`config.mk`:
```
export PLATFORM = sky130hd
export DESIGN_NAME = pipe_arith_vr
export DESIGN_NICKNAME = d
export VERILOG_FILES = /design/src/rtl/pipe_arith_pkg.sv /design/src/rtl/pipe_stage_vr.sv /design/src/rtl/pipe_arith_vr.sv
export SDC_FILE = /design/constraint.sdc
export NUM_CORES = 1
export LEC_CHECK = 0
export CORE_MARGIN = 5
export CORE_UTILIZATION = 45
export CTS_CLUSTER_DIAMETER = 80
export DETAILED_ROUTE_END_ITERATION = 8
export PLACE_DENSITY = 0.65
export REMOVE_ABC_BUFFERS = 1
export SLEW_MARGIN = 5
export SYNTH_ARGS = -nofsm -noshare
export SYNTH_HDL_FRONTEND = slang
export SYNTH_SLANG_ARGS = --single-unit
```
`constraint.sdc`:
```
create_clock -name clk -period 5.9 [get_ports clk]
set_clock_uncertainty 0.1 [all_clocks]
set_input_delay 1.18 -clock clk [delete_from_list [all_inputs] [get_ports clk]]
set_output_delay 1.18 -clock clk [all_outputs]
set_load 0.1 [all_outputs]
```
`src/rtl/pipe_arith_pkg.sv`:
```
// pipe_arith_pkg: shared definitions for the pipe_arith_vr pipeline.
//   - mode_e   : per-transaction operation select carried alongside the data
//   - widths   : stage payload widths derived from the operand width N
package pipe_arith_pkg;

    typedef enum logic [1:0] {
        MODE_ADD_MUL  = 2'd0,   // ((A+B)+(C-D)) * D
        MODE_SUB_MUL  = 2'd1,   // ((A+B)-(C-D)) * D
        MODE_ADD_PASS = 2'd2,   // ((A+B)+(C-D)) * 1
        MODE_PROD     = 2'd3    // (A+B) * (C-D)
    } mode_e;

    localparam int unsigned MODE_W    = 2;
    localparam int unsigned N_DEFAULT = 10;

    // Stage 1 payload: {x1, x2, D, mode}
    function automatic int unsigned s1_width(input int unsigned n);
        return 3 * n + MODE_W;
    endfunction

    // Stage 2 payload: {p, q}
    function automatic int unsigned s2_width(input int unsigned n);
        return 2 * n;
    endfunction

    localparam int unsigned S1_W_DEFAULT = 3 * N_DEFAULT + MODE_W;
    localparam int unsigned S2_W_DEFAULT = 2 * N_DEFAULT;

endpackage

```
`src/rtl/pipe_stage_vr.sv`:
```
// pipe_stage_vr: one pipeline stage register (payload + valid bit).
//   clk      rising-edge clock
//   rst      synchronous active-high reset; clears valid and payload
//   i_ready  this stage's ready term; when 1 the stage loads from upstream
//   i_valid  upstream valid bit (a 0 loads a bubble)
//   i_data   upstream payload
//   o_valid  registered valid bit
//   o_data   registered payload
module pipe_stage_vr #(
    parameter int unsigned W = 8
) (
    input  logic         clk,
    input  logic         rst,
    input  logic         i_ready,
    input  logic         i_valid,
    input  logic [W-1:0] i_data,
    output logic         o_valid,
    output logic [W-1:0] o_data
);

    logic         r_valid;
    logic [W-1:0] r_data;

    always_ff @(posedge clk) begin
        if (rst) begin
            r_valid <= 1'b0;
            r_data  <= '0;
        end else if (i_ready) begin
            r_valid <= i_valid;
            r_data  <= i_data;
        end
    end

    assign o_valid = r_valid;
    assign o_data  = r_data;

endmodule

```
`src/rtl/pipe_arith_vr.sv`:
```
// pipe_arith_vr: 3-stage arithmetic pipeline with valid/ready handshake.
//   Stage 1: x1 = A+B, x2 = C-D (mod 2^N), carries D and mode
//   Stage 2: operand pair (p, q) selected by mode
//   Stage 3: F = p*q, full 2N-bit product resized to OW
// Ports:
//   clk, rst            clock, synchronous active-high reset
//   in_valid/in_ready   upstream handshake; A, B, C, D, mode are the operands
//   out_valid/out_ready downstream handshake; F is the result
//   occ                 number of occupied stages (0..3)
module pipe_arith_vr
    import pipe_arith_pkg::*;
#(
    parameter int unsigned N  = 10,
    parameter int unsigned OW = 2 * N
) (
    input  logic          clk,
    input  logic          rst,
    input  logic          in_valid,
    output logic          in_ready,
    input  logic [N-1:0]  A,
    input  logic [N-1:0]  B,
    input  logic [N-1:0]  C,
    input  logic [N-1:0]  D,
    input  logic [1:0]    mode,
    output logic          out_valid,
    input  logic          out_ready,
    output logic [OW-1:0] F,
    output logic [1:0]    occ
);

    localparam int unsigned S1W = s1_width(N);
    localparam int unsigned S2W = s2_width(N);

    // Ready chain: a stage may load when it is empty or everything
    // downstream of it is moving, so bubbles are squeezed out.
    logic w_v1, w_v2, w_v3;
    logic w_r1, w_r2, w_r3;

    assign w_r3     = !w_v3 | out_ready;
    assign w_r2     = !w_v2 | w_r3;
    assign w_r1     = !w_v1 | w_r2;
    assign in_ready = w_r1;

    // Stage 1
    logic [N-1:0]   w_x1_in, w_x2_in;
    logic [S1W-1:0] w_s1_d, w_s1_q;

    assign w_x1_in = A + B;
    assign w_x2_in = C - D;
    assign w_s1_d  = {w_x1_in, w_x2_in, D, mode};

    pipe_stage_vr #(.W(S1W)) u_stage1 (
        .clk     (clk),
        .rst     (rst),
        .i_ready (w_r1),
        .i_valid (in_valid),
        .i_data  (w_s1_d),
        .o_valid (w_v1),
        .o_data  (w_s1_q)
    );

    logic [N-1:0] w_x1, w_x2, w_d1;
    mode_e        w_mode1;

    assign w_x1    = w_s1_q[S1W-1 -: N];
    assign w_x2    = w_s1_q[S1W-N-1 -: N];
    assign w_d1    = w_s1_q[MODE_W +: N];
    assign w_mode1 = mode_e'(w_s1_q[MODE_W-1:0]);

    // Stage 2 operand selection
    logic [N-1:0]   w_p_in, w_q_in;
    logic [S2W-1:0] w_s2_d, w_s2_q;

    always_comb begin
        w_p_in = w_x1 + w_x2;
        w_q_in = w_d1;
        case (w_mode1)
            MODE_ADD_MUL: begin
                w_p_in = w_x1 + w_x2;
                w_q_in = w_d1;
            end
            MODE_SUB_MUL: begin
                w_p_in = w_x1 - w_x2;
                w_q_in = w_d1;
            end
            MODE_ADD_PASS: begin
                w_p_in = w_x1 + w_x2;
                w_q_in = N'(1);
            end
            MODE_PROD: begin
                w_p_in = w_x1;
                w_q_in = w_x2;
            end
            default: begin
                w_p_in = w_x1 + w_x2;
                w_q_in = w_d1;
            end
        endcase
    end

    assign w_s2_d = {w_p_in, w_q_in};

    pipe_stage_vr #(.W(S2W)) u_stage2 (
        .clk     (clk),
        .rst     (rst),
        .i_ready (w_r2),
        .i_valid (w_v1),
        .i_data  (w_s2_d),
        .o_valid (w_v2),
        .o_data  (w_s2_q)
    );

    // Stage 3: full-width product, then truncate or zero-extend to OW
    logic [N-1:0]   w_p, w_q;
    logic [2*N-1:0] w_prod;
    logic [OW-1:0]  w_f_in;

    assign w_p    = w_s2_q[S2W-1 -: N];
    assign w_q    = w_s2_q[N-1:0];
    assign w_prod = {{N{1'b0}}, w_p} * {{N{1'b0}}, w_q};
    assign w_f_in = OW'(w_prod);

    pipe_stage_vr #(.W(OW)) u_stage3 (
        .clk     (clk),
        .rst     (rst),
        .i_ready (w_r3),
        .i_valid (w_v2),
        .i_data  (w_f_in),
        .o_valid (w_v3),
        .o_data  (F)
    );

    assign out_valid = w_v3;
    assign occ       = {1'b0, w_v1} + {1'b0, w_v2} + {1'b0, w_v3};

endmodule

```
==> results.py <==
metrics = {
    "synth": {
        "synth-seq-cells": 75,
        "synthArstFlopShare": 0,
        "synth_top_area_share": 0.205,
        "synth_warnings": 0,
        "synth_area_leaders": "dfxtp_1, fa_1, ha_1",
        "syn_area_per_cell_sq_um": 8.31,
        "syn-instance-count": 883,
        "synth_common_cells": "nand2_1, ha_1, inv_1",
        "synth.yosys.seq_area_share": 0.205,
        "yosysMostFrequentCell": "nand2_1",
        "synth.largest_area_cell": "dfxtp_1",
        "synth_cell_types": 57,
        "synthFlopType": "dfxtp_1",
        "synth_edf_count": 0,
        "syn_area_sq_um": 7340,
    },
    "place": {
        "place_area_sq_um": 8170,
        "place_hpwl_um": 13700,
        "gp_congestion": 0.872,
        "port_buffers": 69,
    },
    "layout": {
        "seq_area_sq_um": 1500,
        "stdcell_area_sq_um": 8450,
        "multi_input_area_sq_um": 5350,
        "final_layout_size_suffix_gt1_frac": 0.0442,
        "n_antenna_cell": 0,
        "fillers": 1518,
        "nets": 1118,
        "layout-area-overhead-vs-synth_pct": 15.2,
        "utilization": 0.530,
    },
    "run_status": {
        "status": "complete, no violations",
    },
    "global_route": {
        "grt_max_degree": 48,
        "grt_pass1_wl_um": 28100,
        "track_usage": 0.187,
        "overflow": 0,
        "antenna_found_initial": 0,
        "grt_pass1_vias": 5789,
    },
    "clock_tree": {
        "clock-sinks": 75,
        "cts_buffers": 9,
        "cts_hold_buf": 0,
        "postCtsSetupRepairBufs": 0,
        "cts-root-buf": "clkbuf_16",
        "cts.path.max_buffers": 2,
        "clkTransAtPathRegs_ps": 70,
        "cts_tree": "built",
        "ctsResizeCount": 0,
        "h-tree-depth": 3,
        "insertion_delay_ps": 340,
    },
    "setup_path": {
        "r2r_end": "u_stage3.o_data[16]$_SDFFE_PP0P_",
        "crit_type": "flip-flop to flip-flop",
        "startpoint_type": "flip-flop",
        "crit_path_end_kind": "flip-flop",
        "cp_common_cell": "fa_1",
        "critPathArrivalTime_ps": 5520,
        "crit_fanout": 11,
        "cp_slowest_cell": "fa_1",
        "r2r_setup_slack_ps": 570,
        "cpPeakStageDelay_ps": 550,
        "critPathBufInv": 3,
        "r2r_cells": 17,
        "crit_family": "adder cells",
        "r2r-start": "u_stage2.o_data[10]$_SDFFE_PP0P_",
        "required_ps": 6090,
        "path_cells": "nand2_1 > fa_1 > fa_1 > inv_1 > fa_1 > fa_1 > inv_1 > fa_1 > inv_1 > ha_1 > nand2_1 > nor2_1 > o21ai_0 > o211ai_1 > nand2_1 > or3b_2 > nand3_1",
    },
    "power_and_ir_drop": {
        "p_per_area_nw_per_um2": 221,
        "comb_power_share": 0.363,
        "pwr-share-clk": 0.291,
        "intPower_mw": 1.13,
        "ir_worst_vdd_mv": 0.140,
        "switching_power_mw": 0.738,
        "swShare": 0.395,
        "power_leakage_nw": 4.09,
        "p_seq_frac": 0.345,
        "p_total_mw": 1.87,
    },
    "detailed_routing": {
        "dr_total_vias": 6016,
        "wl_per_cell_um": 14.9,
        "antenna_left": 0,
        "first_pass_iters": 5,
        "drcViolationCount": 0,
        "drtIter0Drc": 277,
        "drt-total-wl_um": 17000,
        "routed_via_density": 5.26,
    },
    "die": {
        "dieArea_sq_um": 19000,
        "core_area_sq_um": 15900,
        "die_w_um": 138,
        "fp.dieH_um": 138,
        "initial_utilization": 0.460,
        "ios": 70,
        "row_count": 46,
    },
    "timing": {
        "setup_tns_ps": 0,
        "finalSetupViolCount": 0,
        "fmax_mhz": 188,
        "worst_pin_slew_ps": 1010,
        "rsz0062_at_grt": "no",
        "fin_crit_sh": 0.903,
        "relSlewSlack": 0.323,
        "post-route-min-period_ps": 5330,
        "timing_hold_violations_final": 0,
        "slew_viol_final": 0,
    },
    "min_path": {
        "hold_depth": 2,
        "hp-class": "flip-flop to flip-flop",
        "hold_path_end": "u_stage3.o_data[1]$_SDFFE_PP0P_",
        "hp-start": "u_stage3.o_data[1]$_SDFFE_PP0P_",
    },
    "run": {
        "cap_violations": 0,
    },
}
-- per-layer routing --
layer	wire length, um	vias to the layer above	global-route usage
li1	-	3035	-
met1	7620	2850	0.242
met2	8560	115	0.324
met3	643	16	0.0318
met4	221	0	0.0461
met5	0	-	0
-- worst reg2reg max path, cell delays in order (launching register included) --
cell,delay [ps]
dfxtp_1,490
nand2_1,130
fa_1,520
fa_1,540
inv_1,50
fa_1,510
fa_1,550
inv_1,50
fa_1,520
inv_1,40
ha_1,340
nand2_1,100
nor2_1,160
o21ai_0,150
o211ai_1,300
nand2_1,150
or3b_2,470
nand3_1,90
-- sequential cells by signal, summed over array words and instances, names as in the netlist --
| signal | count |
|---|---|
| u_stage1.o_data | 32 |
| u_stage1.o_valid | 1 |
| u_stage2.o_data | 20 |
| u_stage2.o_valid | 1 |
| u_stage3.o_data | 20 |
| u_stage3.o_valid | 1 |
-- how the worst max path moves through the flow --
stage	from	end	cells past startpoint
2_1_floorplan	out_ready	in_ready	3
3_3_place_gp	u_stage2.o_data[9]$_SDFFE_PP0P_	u_stage3.o_data[16]$_SDFFE_PP0P_	17
3_5_place_dp	u_stage2.o_data[10]$_SDFFE_PP0P_	u_stage3.o_data[16]$_SDFFE_PP0P_	17
4_1_cts	u_stage2.o_data[10]$_SDFFE_PP0P_	u_stage3.o_data[16]$_SDFFE_PP0P_	17
5_1_grt	u_stage2.o_data[11]$_SDFFE_PP0P_	u_stage3.o_data[16]$_SDFFE_PP0P_	17
6_report	u_stage2.o_data[10]$_SDFFE_PP0P_	u_stage3.o_data[16]$_SDFFE_PP0P_	17
-- layout by cell type, fill, tap and decap left out, types with 7 or more instances in the layout --
cell             Yosys  layout
dfxtp_1             75      75
xnor2_1             24      24
o21ai_0             27      27
a221oi_1            10      10
inv_1               82      82
a21o_1              13      13
nand3_1             11      11
nand2_1            127     127
o31ai_1              7       7
fa_1                66      66
a211oi_1            10      10
a21oi_1             54      54
and3_1              11      11
nor2b_1             10       9
clkbuf_16            0       9
ha_1                83      83
clkdlybuf4s50_1      0      67
and2_1              60      60
a311oi_1             7       7
nor3_1              26      26
xor2_1               8       8
nor2_1              60      60
-- through the flow --
stage          hold slack, ps  cells  worst slack, ps
2_1_floorplan             326    837              579
3_3_place_gp              340   1128              733
3_5_place_dp              347   1128              621
4_1_cts                   356   1144              574
5_1_grt                   373   1144              297
6_report                  353   1144              571
-- logic make-up (layout without fill, tap and decap cells) --
family | Yosys count | count (layout) | synth area share
and+or+nand+nor | 330 | 330 | 0.213
AOI/OAI and AO/OA | 165 | 165 | 0.151
adders and majority gates | 149 | 149 | 0.321
buffers and inverters | 129 | 174 | 0.0673
DFF | 75 | 75 | 0.205
xor gates and xnor gates | 32 | 32 | 0.0382
muxes | 3 | 3 | 0.00409
-- power groups by stage --
stage	Combinational [mW]	Sequential, mW	Clock, mW
after floorplan	0.402	0.738	0
after global placement	0.676	0.651	0
after detailed placement	0.680	0.654	0
after CTS	0.686	0.644	0.559
after global routing	0.758	0.655	0.577
final	0.678	0.645	0.544
-- final cells by class --
class | count | share of cell area
multi-input cells | 679 | 0.633
flip-flops and latches | 75 | 0.178
repair buffers | 75 | 0.0876
inverters | 83 | 0.0369
well taps | 216 | 0.0320
clock buffers | 9 | 0.0266
clock inverters | 7 | 0.00681
(Power assumes the default switching activity.)
